<file path="src/rtl/dma_bus_control_param.sv">
// DMA bus control: CPU register decode, write/read completion strobes and the byte-pointer flip-flop.
// Define DMA_BUS_INPUT_SYNC_EN to pass chip select and the read/write strobes through two-flop synchronisers.
module dma_bus_control_param #(
   parameter int CHANNELS = 4,
   parameter int ADDR_W   = 4
) (
   input  logic                clock,
   input  logic                reset,
   input  logic                chip_select_n,
   input  logic                io_read_n_in,
   input  logic                io_write_n_in,
   input  logic [ADDR_W-1:0]   address_in,
   input  logic [7:0]          data_bus_in,
   input  logic                lock_bus_control,
   output logic [7:0]          internal_data_bus,
   output logic                byte_pointer,
   output logic                write_command_register,
   output logic                write_mode_register,
   output logic                write_request_register,
   output logic                set_or_reset_mask_register,
   output logic                write_mask_register,
   output logic                clear_mask_register,
   output logic                master_clear,
   output logic                clear_byte_pointer,
   output logic                set_byte_pointer,
   output logic [CHANNELS-1:0] write_base_and_current_address,
   output logic [CHANNELS-1:0] write_base_and_current_word_count,
   output logic [CHANNELS-1:0] read_current_address,
   output logic [CHANNELS-1:0] read_current_word_count,
   output logic                read_status_register,
   output logic                read_temporary_register
);
   localparam int unsigned CTRL_BASE = 2 * CHANNELS;

   if (!(CHANNELS == 4 || CHANNELS == 8)) begin : g_bad_channels
      $error("dma_bus_control_param: CHANNELS must be 4 or 8");
   end
   if (ADDR_W != $clog2(2 * CHANNELS) + 1) begin : g_bad_addr_w
      $error("dma_bus_control_param: ADDR_W must equal log2(2*CHANNELS)+1");
   end

   logic cs_n_s, rd_n_s, wr_n_s;

`ifdef DMA_BUS_INPUT_SYNC_EN
   logic [2:0] sync1_q, sync1_d, sync2_q, sync2_d;

   always_comb begin
      sync1_d = {chip_select_n, io_read_n_in, io_write_n_in};
      sync2_d = sync1_q;
   end

   always_ff @(posedge clock or posedge reset) begin
      if (reset) begin
         sync1_q <= '1;
         sync2_q <= '1;
      end else begin
         sync1_q <= sync1_d;
         sync2_q <= sync2_d;
      end
   end

   assign {cs_n_s, rd_n_s, wr_n_s} = sync2_q;
`else
   assign {cs_n_s, rd_n_s, wr_n_s} = {chip_select_n, io_read_n_in, io_write_n_in};
`endif

   logic [7:0]          data_q, data_d;
   logic [ADDR_W-1:0]   addr_q, addr_d;
   logic                prev_wr_q, prev_wr_d;
   logic                prev_rd_q, prev_rd_d;
   logic                bp_q, bp_d;
   logic [7:0]          ctrl_q, ctrl_d;
   logic                set_bp_q, set_bp_d;
   logic [CHANNELS-1:0] chan_addr_q, chan_addr_d;
   logic [CHANNELS-1:0] chan_cnt_q, chan_cnt_d;
   logic                wr_done, rd_done, rd_active, wr_to_chan, rd_from_chan;

   always_comb begin
      data_d = data_q;
      addr_d = addr_q;
      // Capture uses the raw strobes so data and address stay aligned with the bus.
      if (!chip_select_n && !io_write_n_in) begin
         data_d = data_bus_in;
         addr_d = address_in;
      end

      // A deselect forces history high, which aborts a pending write/read and re-arms detection.
      prev_wr_d = cs_n_s | wr_n_s;
      prev_rd_d = cs_n_s | rd_n_s;
      wr_done   = !lock_bus_control && !cs_n_s && wr_n_s && !prev_wr_q;
      rd_done   = !lock_bus_control && !cs_n_s && rd_n_s && !prev_rd_q;
      rd_active = !lock_bus_control && !cs_n_s && !rd_n_s;

      ctrl_d                  = '0;
      chan_addr_d             = '0;
      chan_cnt_d              = '0;
      read_current_address    = '0;
      read_current_word_count = '0;
      for (int unsigned n = 0; n < CHANNELS; n++) begin
         if (wr_done && addr_q == ADDR_W'(2 * n))         chan_addr_d[n] = 1'b1;
         if (wr_done && addr_q == ADDR_W'(2 * n + 1))     chan_cnt_d[n]  = 1'b1;
         if (rd_active && address_in == ADDR_W'(2 * n))     read_current_address[n]    = 1'b1;
         if (rd_active && address_in == ADDR_W'(2 * n + 1)) read_current_word_count[n] = 1'b1;
      end
      for (int unsigned k = 0; k < 8; k++) begin
         if (wr_done && addr_q == ADDR_W'(CTRL_BASE + k)) ctrl_d[k] = 1'b1;
      end
      read_status_register    = rd_active && (address_in == ADDR_W'(CTRL_BASE));
      read_temporary_register = rd_active && (address_in == ADDR_W'(CTRL_BASE + 5));

      wr_to_chan   = wr_done && (addr_q < ADDR_W'(CTRL_BASE));
      rd_from_chan = rd_done && (address_in < ADDR_W'(CTRL_BASE));
      set_bp_d     = rd_done && (address_in == ADDR_W'(CTRL_BASE + 4));

      // Priority: clear over set over toggle.
      bp_d = bp_q;
      if (wr_to_chan || rd_from_chan) bp_d = !bp_q;
      if (set_bp_d)                   bp_d = 1'b1;
      if (ctrl_d[4] || ctrl_d[5])     bp_d = 1'b0;
   end

   always_ff @(posedge clock or posedge reset) begin
      if (reset) begin
         data_q      <= '0;
         addr_q      <= '0;
         prev_wr_q   <= 1'b1;
         prev_rd_q   <= 1'b1;
         bp_q        <= 1'b0;
         ctrl_q      <= '0;
         set_bp_q    <= 1'b0;
         chan_addr_q <= '0;
         chan_cnt_q  <= '0;
      end else begin
         data_q      <= data_d;
         addr_q      <= addr_d;
         prev_wr_q   <= prev_wr_d;
         prev_rd_q   <= prev_rd_d;
         bp_q        <= bp_d;
         ctrl_q      <= ctrl_d;
         set_bp_q    <= set_bp_d;
         chan_addr_q <= chan_addr_d;
         chan_cnt_q  <= chan_cnt_d;
      end
   end

   assign internal_data_bus                 = data_q;
   assign byte_pointer                      = bp_q;
   assign write_command_register            = ctrl_q[0];
   assign write_request_register            = ctrl_q[1];
   assign set_or_reset_mask_register        = ctrl_q[2];
   assign write_mode_register               = ctrl_q[3];
   assign clear_byte_pointer                = ctrl_q[4];
   assign master_clear                      = ctrl_q[5];
   assign clear_mask_register               = ctrl_q[6];
   assign write_mask_register               = ctrl_q[7];
   assign set_byte_pointer                  = set_bp_q;
   assign write_base_and_current_address    = chan_addr_q;
   assign write_base_and_current_word_count = chan_cnt_q;

endmodule

</file>
<file path="config.mk">
export PLATFORM = sky130hd
export DESIGN_NAME = dma_bus_control_param
export DESIGN_NICKNAME = d
export VERILOG_FILES = /design/src/rtl/dma_bus_control_param.sv
export SDC_FILE = /design/constraint.sdc
export NUM_CORES = 1
export LEC_CHECK = 0
export CAP_MARGIN = 20
export CORE_MARGIN = 4
export CORE_UTILIZATION = 37
export CTS_CLUSTER_DIAMETER = 30
export DETAILED_ROUTE_END_ITERATION = 8
export PLACE_DENSITY = 0.76
export SETUP_SLACK_MARGIN = 0.2
export SYNTH_ARGS = -nofsm -noshare
export SYNTH_HDL_FRONTEND = slang
export SYNTH_SLANG_ARGS = --single-unit
export TNS_END_PERCENT = 20
</file>
<file path="constraint.sdc">
create_clock -name clock -period 1.2 [get_ports clock]
set_input_delay 0.24 -clock clock [delete_from_list [all_inputs] [get_ports clock]]
set_output_delay 0.24 -clock clock [all_outputs]
set_load 0.1 [all_outputs]
</file>
==> impl_metrics.ini <==
[run_status]
outcome = finished, violations left
violations = negative setup slack

[timing]
tns_ps = -7450
setup_ws_ps = -607
rsz0062_at_grt = true
maxSlewHeadroom_pct = 76.6
finalHoldViolations = 0
drv_slew = 0
worst_pin_slew_ps = 350
period_share_pct = 151
fin_skew_ps = 18.3
max_freq_mhz = 553
period_needed_ps = 1810
setup_viol = 22

[synth]
yosysTopAreaCellShare_pct = 59.1
synth_fp_nets = 123
avgSynthCellArea_sq_um = 12.1
ys_seq_elements = 32
ys_warn_count = 0
synthCells = 105
yosysSeqAreaShare_pct = 63.2
netlist_area_sq_mm = 0.00127
synth_cell_types = 25
synth_area_leader_cell = dfrtp_1
netlist_top_cells_area = dfrtp_1, mux2_2, nor2_1

[floorplanning]
coreArea_sq_mm = 0.00334
die_y_um = 66.6
io_pins = 54
initial_core_util_pct = 38.1
die-area_sq_mm = 0.00444
fp-row-count = 21
die_w_um = 66.6

[detailed_routing]
vias = 1219
first_pass_iters = 4
drtIter0Drc = 26
ant_nets = 0
wl_um = 4310
drc = 0
wl_per_cell_um = 17.6
vias_per_cell = 4.98

[power]
power_density_mw_per_mm2 = 1170
peakVddDrop_uv = 851
p_leak_nw = 1.21

[clocking]
cts_tree = yes
clk_latency_ps = 340
numCtsBuffers = 5
clockBufferDepth = 2
h-tree-depth = 2
clk_pin_slew_ps = 110
cts-root-buf = clkbuf_4
cts_sinks = 32

[critical_path]
critPathLaunchType = input pin
end_kind = output pin
crit_type = input pin to output pin
worstPathArrival_ps = 1570
cp_max_fo = 4
required_ps = 960

[run]
drv_cap = 0

[cells_and_area]
diodes = 0
drive_gt1_share_pct = 62.3
area_growth_syn_to_layout_pct = 118
fill_cells = 164
finalNonFillerCells = 245
fin_util_pct = 82.9
finalInstanceArea_sq_mm = 0.00277
num-nets-final = 216

[place]
dpl.cell_count = 223
place_congestion = 0.832
portBuffers = 53
hpwl_um = 2750
post-place-ws_ps = -856
placedInstanceArea_sq_mm = 0.00250

[grt]
gr-total-overflow = 0
grt_pass1_vias = 1335
grt_max_degree = 26
track_usage_pct = 21.0
antenna_found_initial = 0
grt_pass1_wl_um = 6710

[min_path]
min_path_type = input pin to async pin
-- layer usage --
| metal | wire, um | vias up | share of wire, % | GRT usage (%) |
|---|---|---|---|---|
| li1 | - | 540 | - | - |
| met1 | 1500 | 607 | 35 | 22.0 |
| met2 | 2380 | 49 | 55 | 36.8 |
| met3 | 251 | 23 | 5.8 | 7.59 |
| met4 | 181 | 0 | 4.2 | 10.4 |
| met5 | 0 | - | 0 | 0 |
-- worst max-delay path, cell delays in order --
cell and delay (ps):
clkdlybuf4s15_1 250, or4_4 630, nor3b_4 250, buf_12 200
-- power breakdown --
group	switching [mW]	internal [mW]
Clock	0.384	0.436
Sequential	0.111	1.16
Combinational	0.674	0.466
-- synthesized netlist by cell type (all sizes together) --
master / number
nand4: 1
nand3: 1
xnor2: 1
or2: 3
mux2: 12
nor3b: 4
and4b: 1
dfrtp: 30
nor3: 7
nand2b: 4
nor2b: 1
nand4b: 1
inv: 2
or4: 1
nor2: 20
nand3b: 2
clkbuf: 2
nor4: 2
dfstp: 2
nand2: 4
o21ai: 1
buf: 2
o21a: 1
-- stage by stage --
stage / hold slack [ps] / power [mW]
after floorplan: 349 / 1.88
after global placement: 537 / 2.33
after detailed placement: 544 / 2.35
after CTS: 195 / 3.19
after global routing: 187 / 3.34
final: 190 / 3.23
-- sequential cells by signal, summed over array words and instances, names as in the netlist --
register,cells
prev_wr_q,1
addr_q,4
ctrl_q,8
write_base_and_current_address,4
set_byte_pointer,1
prev_rd_q,1
internal_data_bus,8
byte_pointer,1
write_base_and_current_word_count,4
-- final cells by class --
| class | count | area [sq um] | area share (%) |
|---|---|---|---|
| clock buffers | 6 | 41.3 | 1.49 |
| flip-flops and latches | 32 | 803 | 29.0 |
| multi-input cells | 67 | 599 | 21.7 |
| repair buffers | 90 | 1220 | 44.2 |
| inverters | 2 | 7.51 | 0.271 |
| well taps | 46 | 57.6 | 2.08 |
| clock inverters | 2 | 35.0 | 1.27 |
-- placed cells by master, fill, tap and decap left out, drive strengths merged, types with 3 or more instances in the layout --
master	n
nor3b	4
nor2	20
nand2b	4
clkdlybuf4s50	9
dfrtp	30
nand2	4
or2	3
buf	77
mux2	12
nor3	7
clkbuf	6
-- logic make-up (layout without fill, tap and decap cells) --
group,Yosys count,in the layout,share of synthesized area [%]
flops,32,32,63.2
xor+xnor,1,1,0.689
buf+inv,6,100,1.97
mux,12,12,10.6
compound gates,2,2,0.984
simple gates,52,52,22.5
-- final timing paths --
path	end	slack, ps	cells past startpoint	from
hold reg to reg	internal_data_bus[7]$_DFFE_PP0P_	590	1	internal_data_bus[7]$_DFFE_PP0P_
hold / removal	addr_q[1]$_DFFE_PP0P_	190	3	reset
min in group clock	prev_rd_q$_DFF_PP1_	210	3	chip_select_n
max in group asynchronous	write_base_and_current_address[0]$_DFF_PP0_	680	3	reset
setup / recovery	read_status_register	-610	4	io_read_n_in
setup reg to reg	byte_pointer$_DFFE_PP0P_	-60	4	prev_wr_q$_DFF_PP1_
-- what timing repair did --
item | 4_1_cts | 5_1_grt
pin swaps | 25 | 10
gates cloned | 0 | 0
resized for setup | 38 | 12
setup buffers | 13 | 1
setup endpoints to repair | 66 | 62
hold buffers | 0 | 0
(Power assumes the default switching activity.)
